## config.mk

```make
export PLATFORM = sky130hd
export DESIGN_NAME = tiled_bg_scroll_mapper_flat
export DESIGN_NICKNAME = d
export VERILOG_FILES = /design/src/rtl/tiled_bg_scroll_mapper_if.sv /design/src/rtl/tiled_bg_scroll_mapper.sv /design/src/flat_wrapper.sv
export SDC_FILE = /design/constraint.sdc
export NUM_CORES = 1
export LEC_CHECK = 0
export ABC_CLOCK_PERIOD_IN_PS = 2700
export CAP_MARGIN = 25
export CORE_MARGIN = 5
export CORE_UTILIZATION = 40
export DETAILED_ROUTE_END_ITERATION = 16
export GPL_TIMING_DRIVEN = 0
export HOLD_SLACK_MARGIN = 0.03
export PLACE_DENSITY = 0.83
export SLEW_MARGIN = 20
export SYNTH_ARGS = -nofsm -noshare
export SYNTH_HDL_FRONTEND = slang
export SYNTH_SLANG_ARGS = --single-unit
```

## constraint.sdc

```tcl
create_clock -name vga_clk -period 2.7 [get_ports vga_clk]
set_input_delay 0.54 -clock vga_clk [delete_from_list [all_inputs] [get_ports vga_clk]]
set_output_delay 0.54 -clock vga_clk [all_outputs]
set_load 0.02 [all_outputs]
```

## src/rtl/tiled_bg_scroll_mapper_if.sv

```systemverilog
// Video/ROM/palette bundle for tiled_bg_scroll_mapper.
// opaque exists only when TRANSPARENT_KEY_EN is defined.
interface tiled_bg_scroll_mapper_if #(
  parameter int TILE_W     = 64,
  parameter int TILE_H     = 64,
  parameter int SCALE_LOG2 = 2,
  parameter int IDX_W      = 4
);
  localparam int ADDR_W = $clog2(TILE_W * TILE_H);
  localparam int SX_W   = $clog2(TILE_W) + SCALE_LOG2;

  logic [9:0]        DrawX;
  logic [9:0]        DrawY;
  logic              blank;
  logic              scroll_en;
  logic              scroll_dir;
  logic [3:0]        scroll_step;
  logic [SX_W-1:0]   scroll_x;
  logic [ADDR_W-1:0] rom_address;
  logic [IDX_W-1:0]  rom_q;
  logic [IDX_W-1:0]  pal_index;
  logic [3:0]        pal_red;
  logic [3:0]        pal_green;
  logic [3:0]        pal_blue;
  logic [3:0]        red;
  logic [3:0]        green;
  logic [3:0]        blue;
`ifdef TRANSPARENT_KEY_EN
  logic              opaque;
`endif

  modport slave (
    input  DrawX, DrawY, blank,
    input  scroll_en, scroll_dir, scroll_step,
    input  rom_q,
    input  pal_red, pal_green, pal_blue,
    output
`ifdef TRANSPARENT_KEY_EN
           opaque,
`endif
           scroll_x, rom_address, pal_index,
    output red, green, blue
  );

  modport master (
    output DrawX, DrawY, blank,
    output scroll_en, scroll_dir, scroll_step,
    output rom_q,
    output pal_red, pal_green, pal_blue,
    input
`ifdef TRANSPARENT_KEY_EN
           opaque,
`endif
           scroll_x, rom_address, pal_index,
    input  red, green, blue
  );
endinterface

```

## src/rtl/tiled_bg_scroll_mapper.sv

```systemverilog
// Zoomed, horizontally scrolling tiled background; 3-edge pixel pipeline.
// Optional TRANSPARENT_KEY_EN: KEY_INDEX texels drive black and opaque=0.
module tiled_bg_scroll_mapper #(
  parameter int TILE_W     = 64,
  parameter int TILE_H     = 64,
  parameter int SCALE_LOG2 = 2,
  parameter int IDX_W      = 4,
`ifdef TRANSPARENT_KEY_EN
  parameter int KEY_INDEX  = 0,
`endif
  parameter int V_ACTIVE   = 480
) (
  input logic vga_clk,
  input logic reset,
  tiled_bg_scroll_mapper_if.slave bus
);
  localparam int COL_W  = $clog2(TILE_W);
  localparam int ROW_W  = $clog2(TILE_H);
  localparam int ADDR_W = $clog2(TILE_W * TILE_H);
  localparam int SX_W   = COL_W + SCALE_LOG2;

  logic [SX_W-1:0]   r_scroll_x;
  logic [SX_W-1:0]   w_step;
  logic [SX_W-1:0]   w_scroll_nxt;
  logic [SX_W-1:0]   w_sx;
  logic [COL_W-1:0]  w_col;
  logic [ROW_W-1:0]  w_row;
  logic [ADDR_W-1:0] w_addr;
  logic [ADDR_W-1:0] r_rom_address;
  logic              w_frame_start;
  logic              r_blank_d1;
  logic              r_blank_d2;
  logic              w_show;
  logic [3:0]        r_red;
  logic [3:0]        r_green;
  logic [3:0]        r_blue;

  assign w_frame_start = (bus.DrawX == 10'd0)
                      && (bus.DrawY == 10'(V_ACTIVE));

  // Period is a power of two, so modular wrap is plain overflow.
  assign w_step       = SX_W'(bus.scroll_step);
  assign w_scroll_nxt = bus.scroll_dir ? (r_scroll_x - w_step)
                                       : (r_scroll_x + w_step);

  always_ff @(posedge vga_clk) begin
    if (reset) begin
      r_scroll_x <= '0;
    end else if (w_frame_start && bus.scroll_en) begin
      r_scroll_x <= w_scroll_nxt;
    end
  end

  assign w_sx   = SX_W'(bus.DrawX) + r_scroll_x;
  assign w_col  = w_sx[SX_W-1 -: COL_W];
  assign w_row  = ROW_W'(bus.DrawY >> SCALE_LOG2);
  assign w_addr = ADDR_W'({w_row, w_col});

  always_ff @(posedge vga_clk) begin
    if (reset) begin
      r_rom_address <= '0;
      r_blank_d1    <= 1'b0;
      r_blank_d2    <= 1'b0;
    end else begin
      r_rom_address <= w_addr;
      r_blank_d1    <= bus.blank;
      r_blank_d2    <= r_blank_d1;
    end
  end

`ifdef TRANSPARENT_KEY_EN
  logic w_key;
  logic r_opaque;

  assign w_key  = (bus.rom_q == IDX_W'(KEY_INDEX));
  assign w_show = r_blank_d2 && !w_key;

  always_ff @(posedge vga_clk) begin
    if (reset) begin
      r_opaque <= 1'b0;
    end else begin
      r_opaque <= w_show;
    end
  end

  assign bus.opaque = r_opaque;
`else
  assign w_show = r_blank_d2;
`endif

  always_ff @(posedge vga_clk) begin
    if (reset) begin
      r_red   <= 4'd0;
      r_green <= 4'd0;
      r_blue  <= 4'd0;
    end else if (w_show) begin
      r_red   <= bus.pal_red;
      r_green <= bus.pal_green;
      r_blue  <= bus.pal_blue;
    end else begin
      r_red   <= 4'd0;
      r_green <= 4'd0;
      r_blue  <= 4'd0;
    end
  end

  assign bus.scroll_x    = r_scroll_x;
  assign bus.rom_address = r_rom_address;
  assign bus.pal_index   = bus.rom_q;
  assign bus.red         = r_red;
  assign bus.green       = r_green;
  assign bus.blue        = r_blue;
endmodule

```

## src/flat_wrapper.sv

```systemverilog
// flat-port wrapper written by rule: the top's interface ports become plain ports
module tiled_bg_scroll_mapper_flat 
#(
  parameter int TILE_W     = 64,
  parameter int TILE_H     = 64,
  parameter int SCALE_LOG2 = 2,
  parameter int IDX_W      = 4,

  parameter int V_ACTIVE   = 480
)
  (vga_clk, reset, bus_DrawX, bus_DrawY, bus_blank, bus_scroll_en, bus_scroll_dir, bus_scroll_step, bus_rom_q, bus_pal_red, bus_pal_green, bus_pal_blue, bus_scroll_x, bus_rom_address, bus_pal_index, bus_red, bus_green, bus_blue);
  tiled_bg_scroll_mapper_if #(.TILE_W(TILE_W), .TILE_H(TILE_H), .SCALE_LOG2(SCALE_LOG2), .IDX_W(IDX_W)) bus_i ();
  input logic vga_clk;
  input logic reset;
  input wire logic [$bits(bus_i.DrawX)-1:0] bus_DrawX;
  input wire logic [$bits(bus_i.DrawY)-1:0] bus_DrawY;
  input wire logic [$bits(bus_i.blank)-1:0] bus_blank;
  input wire logic [$bits(bus_i.scroll_en)-1:0] bus_scroll_en;
  input wire logic [$bits(bus_i.scroll_dir)-1:0] bus_scroll_dir;
  input wire logic [$bits(bus_i.scroll_step)-1:0] bus_scroll_step;
  input wire logic [$bits(bus_i.rom_q)-1:0] bus_rom_q;
  input wire logic [$bits(bus_i.pal_red)-1:0] bus_pal_red;
  input wire logic [$bits(bus_i.pal_green)-1:0] bus_pal_green;
  input wire logic [$bits(bus_i.pal_blue)-1:0] bus_pal_blue;
  output wire logic [$bits(bus_i.scroll_x)-1:0] bus_scroll_x;
  output wire logic [$bits(bus_i.rom_address)-1:0] bus_rom_address;
  output wire logic [$bits(bus_i.pal_index)-1:0] bus_pal_index;
  output wire logic [$bits(bus_i.red)-1:0] bus_red;
  output wire logic [$bits(bus_i.green)-1:0] bus_green;
  output wire logic [$bits(bus_i.blue)-1:0] bus_blue;
  assign bus_i.DrawX = bus_DrawX;
  assign bus_i.DrawY = bus_DrawY;
  assign bus_i.blank = bus_blank;
  assign bus_i.scroll_en = bus_scroll_en;
  assign bus_i.scroll_dir = bus_scroll_dir;
  assign bus_i.scroll_step = bus_scroll_step;
  assign bus_i.rom_q = bus_rom_q;
  assign bus_i.pal_red = bus_pal_red;
  assign bus_i.pal_green = bus_pal_green;
  assign bus_i.pal_blue = bus_pal_blue;
  assign bus_scroll_x = bus_i.scroll_x;
  assign bus_rom_address = bus_i.rom_address;
  assign bus_pal_index = bus_i.pal_index;
  assign bus_red = bus_i.red;
  assign bus_green = bus_i.green;
  assign bus_blue = bus_i.blue;
  tiled_bg_scroll_mapper #(.TILE_W(TILE_W), .TILE_H(TILE_H), .SCALE_LOG2(SCALE_LOG2), .IDX_W(IDX_W), .V_ACTIVE(V_ACTIVE)) u_core (.vga_clk(vga_clk), .reset(reset), .bus(bus_i));
endmodule
```

==> results.cfg, run 1 <==
[status]
status = finished clean

[power]
p_switching_uw = 269
p_seq_share_pct = 44.2
powerDensity_mw_per_mm2 = 446
power_frac_comb_pct = 16.8
p_int_uw = 903
pwr-share-clk_pct = 39.0
power.total_mw = 1.17
leakage_nw = 1.08
ir_worst_vdd_uv = 230
switching_share_pct = 23.0

[clock_network]
cts_tree = built
clock_sinks = 34
cts_buffers = 5
clock_latency_ns = 0.28
holdBufCountCts = 0
cts_buffer_depth = 2
cts.clk_slew.worst_paths_ns = 0.07
htree_levels = 2
cts_root_buf = clkbuf_8

[synthesis]
yosys-top-cells-count = dfxtp_1 (34), ha_1 (15), nor2_1 (14)
synthTopCellsByArea = dfxtp_1 (41%), ha_1 (11%), and2_1 (4.8%), nor2b_1 (3.7%), a21oi_1 (3.3%)
synth.avg_cell_area_sq_um = 9.39
synth_ff_type = dfxtp_1
synth_edf_count = 0
synth.distinct_cells = 43
synth_nets = 240
synth_top_area_share_pct = 40.5
yosys_warnings = 0
syn_inst = 179
yosysMostFrequentCell = dfxtp_1
netlist_area_sq_mm = 0.00168
yosysSeqAreaShare_pct = 40.5
synth_seq_cells = 34
yosysTopAreaCell = dfxtp_1
synthArstFlopShare_pct = 0

[setup_path]
worstPathArrival_ns = 2.70
timing.rr.start = u_core.bus.scroll_x[0]
start_kind = input port
cp_data_required_time_ns = 2.90
setup.worst_path.start = bus_scroll_step[1]
cp_max_fo = 3
r2r_cells = 9
cp-end-kind = register
reg2reg_to = u_core.bus.scroll_x[6]
critPathKind = input port to register
r2r_slack_ns = 0.57
crit_end = u_core.bus.scroll_x[6]

[place]
placed_area_sq_mm = 0.00248
dp_hpwl_um = 3340
gp_congestion = 0.786
port-buffer-count = 74

[die]
io-pin-count = 81
core-area_sq_mm = 0.00403
start_util_pct = 41.7
dieArea_sq_mm = 0.00560
die_x_um = 74.8
dieHeight_um = 74.8
rows = 23

[grt]
grt_use_total_pct = 15.0
grt_max_degree = 13
antenna_found_initial = 0
gr-total-overflow = 0
grt_pass1_wl_um = 6400
grt_pass1_vias = 1431

[min_path]
worstHoldPathType = register to register

[drt]
via_count = 1496
drt_iter0_drc = 29
drtAntennaViolNets = 0
via_per_inst = 4.79
drt_wl_total_um = 4160
first_pass_iters = 4
wl_per_cell_um = 13.3
route.detailed.drc = 0

[final_layout]
fin_area_sq_mm = 0.00263
num_antenna_cells = 0
fillers = 340
postLayoutCoreUtil_pct = 65.2
drive_gt1_share_pct = 9.16
nets = 322
synthToLayoutAreaGrowth_pct = 56.3

[flow_run]
drv_cap = 0

[timing]
slew_violations = 0
tightest_slew_ns = 0.465
period_share_pct = 92.8
rsz0062_at_grt = no
tns_ns = 0
min_period_ns = 2.50
setup_viol = 0
finalHoldViolCount = 0
max_freq_mhz = 399
slew_headroom_pct = 68.9
skew_ns = 0.00510
hold-worst-slack_ns = 0.445
power by group through the flow:
stage	Clock [mW]	Combinational, mW	Sequential (mW)
finish	0.457	0.196	0.518
detailed placement	0	0.191	0.530
global placement	0	0.188	0.530
global route	0.487	0.213	0.520
floorplan	0	0.0729	0.546
CTS	0.464	0.194	0.519
critical path: stages:
cell and delay, ns:
dlygate4sd2_1 0.26, inv_1 0.06, ha_1 0.29, mux2i_2 0.09, fa_1 0.44, a21o_1 0.19, a311o_1 0.35, a21oi_1 0.19
xor2_1 0.09, o31ai_1 0.20
layout make-up:
cell class	instances	area [sq um]	share of cell area (%)
Tap cell	50	62.6	2.38
Multi-Input combinational cell	129	946	36.0
Timing Repair Buffer	75	747	28.4
Sequential cell	34	681	25.9
Clock buffer	5	68.8	2.62
Clock inverter	3	45.0	1.72
Inverter	6	22.5	0.858
Buffer	10	53.8	2.05
cells in the final DEF (no fill, tap or decap), types with 2 or more instances in the layout:
cell | netlist | layout
mux2i_1 | 3 | 2
clkbuf_8 | 0 | 5
nor2_1 | 14 | 14
buf_4 | 4 | 5
xor2_1 | 4 | 4
clkdlybuf4s50_1 | 0 | 70
nand2b_1 | 4 | 4
o21a_1 | 2 | 2
nor3_1 | 4 | 3
dlygate4sd2_1 | 0 | 3
clkbuf_1 | 4 | 4
and2_1 | 13 | 13
nand2_1 | 9 | 9
a31oi_1 | 2 | 2
o31ai_1 | 2 | 2
nor4_1 | 2 | 2
a21oi_1 | 11 | 10
ha_1 | 15 | 15
dfxtp_1 | 34 | 34
inv_1 | 6 | 6
nand4_1 | 2 | 2
a21o_1 | 5 | 5
clkinvlp_4 | 0 | 2
xnor2_1 | 4 | 4
nor2b_1 | 10 | 10
a211oi_1 | 3 | 3
layer usage:
| layer | track usage [%] | up-vias | part of all wire [%] |
|---|---|---|---|
| met5 | 0 | - | 0 |
| met2 | 27.2 | 46 | 52 |
| li1 | - | 784 | - |
| met3 | 3.87 | 8 | 6.8 |
| met4 | 5.93 | 0 | 2.2 |
| met1 | 16.7 | 658 | 39 |
registers in the layout, indices dropped and copies added, names as in the netlist:
signal	count
u_core.r_blank_d2	1
u_core.bus.rom_address	12
u_core.bus.scroll_x	8
u_core.bus.blue	4
u_core.bus.red	4
u_core.r_blank_d1	1
u_core.bus.green	4
stage by stage:
stage | setup WS (ns) | std cells
floorplan | 0.181 | 179
global placement | -0.483 | 303
detailed placement | -0.499 | 303
CTS | 0.00679 | 311
global route | 0.00779 | 312
finish | 0.195 | 312
repair_timing:
item | 4_1_cts | 5_1_grt
setup endpoints to repair | 2 | 1
pin swaps | 4 | 2
gates resized for setup | 6 | 4
setup buffers | 0 | 1
cloned | 0 | 0
worst min-delay path by stage:
stage | slack [ns] | cells after the start | to | from
6_report | 0.44 | 1 | u_core.r_blank_d2 | u_core.r_blank_d1
3_3_place_gp | 0.42 | 1 | u_core.r_blank_d2 | u_core.r_blank_d1
2_1_floorplan | 0.41 | 1 | u_core.r_blank_d2 | u_core.r_blank_d1
3_5_place_dp | 0.44 | 1 | u_core.r_blank_d2 | u_core.r_blank_d1
4_1_cts | 0.45 | 1 | u_core.r_blank_d2 | u_core.r_blank_d1
5_1_grt | 0.47 | 1 | u_core.r_blank_d2 | u_core.r_blank_d1
cells by family after synthesis:
group           share of synthesized area (%)
simple gates                             23.5
flops                                    40.5
compound gates                           12.5
buf+inv                                  4.54
fa+ha+maj                                12.4
xor+xnor                                 4.17
mux                                      2.46
Power figures use the tool's default switching activity.
==> run 2: changes to the inputs <==
--- a/config.mk
+++ b/config.mk
@@ -5,7 +5,7 @@
 export SDC_FILE = /design/constraint.sdc
 export NUM_CORES = 1
 export LEC_CHECK = 0
-export ABC_CLOCK_PERIOD_IN_PS = 2700
+export ABC_CLOCK_PERIOD_IN_PS = 3000
 export CAP_MARGIN = 25
 export CORE_MARGIN = 5
 export CORE_UTILIZATION = 40
@@ -13,6 +13,7 @@
 export GPL_TIMING_DRIVEN = 0
 export HOLD_SLACK_MARGIN = 0.03
 export PLACE_DENSITY = 0.83
+export REMOVE_ABC_BUFFERS = 1
 export SLEW_MARGIN = 20
 export SYNTH_ARGS = -nofsm -noshare
 export SYNTH_HDL_FRONTEND = slang
==> constraint.sdc (replaced) <==
create_clock -name vga_clk -period 3 [get_ports vga_clk]
set_input_delay 0.6 -clock vga_clk [delete_from_list [all_inputs] [get_ports vga_clk]]
set_output_delay 0.6 -clock vga_clk [all_outputs]
set_load 0.02 [all_outputs]
==> results.cfg, run 2 (synthesis results as in run 1) <==
[status]
status = finished clean

[grt]
grt_use_total_pct = 14.4
grt_pass1_wl_um = 6180
grt_max_degree = 29
antenna_found_initial = 0
grt_pass1_vias = 1397
gr-total-overflow = 0

[timing]
period_share_pct = 93.4
tightest_slew_ns = 0.934
setup_viol = 0
slew_violations = 0
min_period_ns = 2.80
skew_ns = 0.00516
slew_headroom_pct = 37.5
rsz0062_at_grt = no
max_freq_mhz = 357
hold-worst-slack_ns = 0.441
finalHoldViolCount = 0

[place]
gp_congestion = 0.847
dp.cells = 291
port-buffer-count = 72
dp_hpwl_um = 3190

[final_layout]
final_common_cell = clkdlybuf4s50_1
final_cells = 299
nets = 310
mostFrequentLayoutCells = clkdlybuf4s50_1 (70), dfxtp_1 (34), ha_1 (15), nor2_1 (14), and2_1 (13)
num_antenna_cells = 0
fillers = 351
drive_gt1_share_pct = 7.23
largest_reg_flops = 12
synthToLayoutAreaGrowth_pct = 52.2

[drt]
via_per_inst = 4.97
first_pass_iters = 4
drt_wl_total_um = 4020
drt_iter0_drc = 28
wl_per_cell_um = 13.5
via_count = 1485
drtAntennaViolNets = 0
route.detailed.drc = 0

[flow_run]
drv_cap = 0

[setup_path]
cp_max_fo = 4
cp-end-kind = register
critPathKind = input port to register
start_kind = input port
r2r_slack_ns = 0.84
cp_data_required_time_ns = 3.16
worstPathArrival_ns = 2.97

[power]
power.total_mw = 1.05
ir_worst_vdd_uv = 393
powerDensity_mw_per_mm2 = 412
leakage_nw = 1.06

[die]
start_util_pct = 41.7
dieHeight_um = 74.8
core-area_sq_mm = 0.00403
die_x_um = 74.8
rows = 23
io-pin-count = 81
dieArea_sq_mm = 0.00560

[clock_network]
clock_latency_ns = 0.28
cts_buffers = 5
holdBufCountCts = 0
htree_levels = 2
cts_root_buf = clkbuf_8
cts_buffer_depth = 2
cts_tree = built
clock_sinks = 34
cts.clk_slew.worst_paths_ns = 0.06

[min_path]
worstHoldPathType = register to register
==> run 2: final timing paths <==
check,startpoint,to,cells after the start
min,u_core.r_blank_d1,u_core.r_blank_d2,1
max,bus_scroll_step[2],u_core.bus.scroll_x[7],10
min reg2reg,u_core.r_blank_d1,u_core.r_blank_d2,1
max reg2reg,u_core.bus.scroll_x[0],u_core.bus.scroll_x[6],9
==> run 2: metrics by stage <==
stage          TNS (ns)  instance area, sq um  util [%]  setup WS (ns)
3_3_place_gp     -0.462                  2410      59.8         -0.287
2_1_floorplan         0                  1630         -          0.421
4_1_cts               0                  2520      62.6        0.00285
3_5_place_dp     -0.495                  2410      59.8         -0.288
5_1_grt               0                  2560      63.5         0.0735
6_report              0                  2560      63.5          0.199
==> run 2: cell type report <==
cell class                 count  area [sq um]  area share, %
clock inverter                 1          30.0           1.17
tap                           50          62.6           2.45
timing repair buffer          73           733           28.7
clock buffer                   6          82.6           3.23
sequential                    34           681           26.6
multi-input combinational    129           946           37.0
inverter                       6          22.5          0.881
==> run 2: timing repair <==
item | CTS | global route
setup buffers | 0 | 1
hold endpoints to repair | 0 | 0
endpoints found under the setup margin | 0 | 1
gates resized for setup | 0 | 8
==> run 2: where the power goes <==
part | switching [mW] | leakage [nW] | total [mW] | internal [mW]
sequential | 0.00290 | 0.278 | 0.467 | 0.464
combinational | 0.0700 | 0.723 | 0.168 | 0.0976
clock | 0.154 | 0.0573 | 0.420 | 0.266
total | 0.227 | 1.06 | 1.05 | 0.827
==> run 2: layer usage <==
metal	track usage, %	vias up	routed length [um]
met5	0	-	0
met4	2.96	0	27
met3	5.47	2	307
met2	25.2	49	2050
met1	16.8	672	1640
li1	-	762	-
==> run 2: worst max-delay path, stage by stage <==
cell and delay, ns:
clkdlybuf4s50_1 0.47, nor3_2 0.18, ha_1 0.26, mux2i_1 0.13, ha_1 0.29, o21ai_2 0.09, a21oi_2 0.07, a221oi_2 0.27
mux2i_1 0.26, mux2_2 0.35
==> run 3: changes to the inputs <==
--- a/config.mk
+++ b/config.mk
@@ -14,6 +14,7 @@
 export HOLD_SLACK_MARGIN = 0.03
 export PLACE_DENSITY = 0.83
 export REMOVE_ABC_BUFFERS = 1
+export SKIP_LAST_GASP = 1
 export SLEW_MARGIN = 20
 export SYNTH_ARGS = -nofsm -noshare
 export SYNTH_HDL_FRONTEND = slang
==> results of run 3 <==
No change in the layout: final DEF, timing and power equal those of run 2.
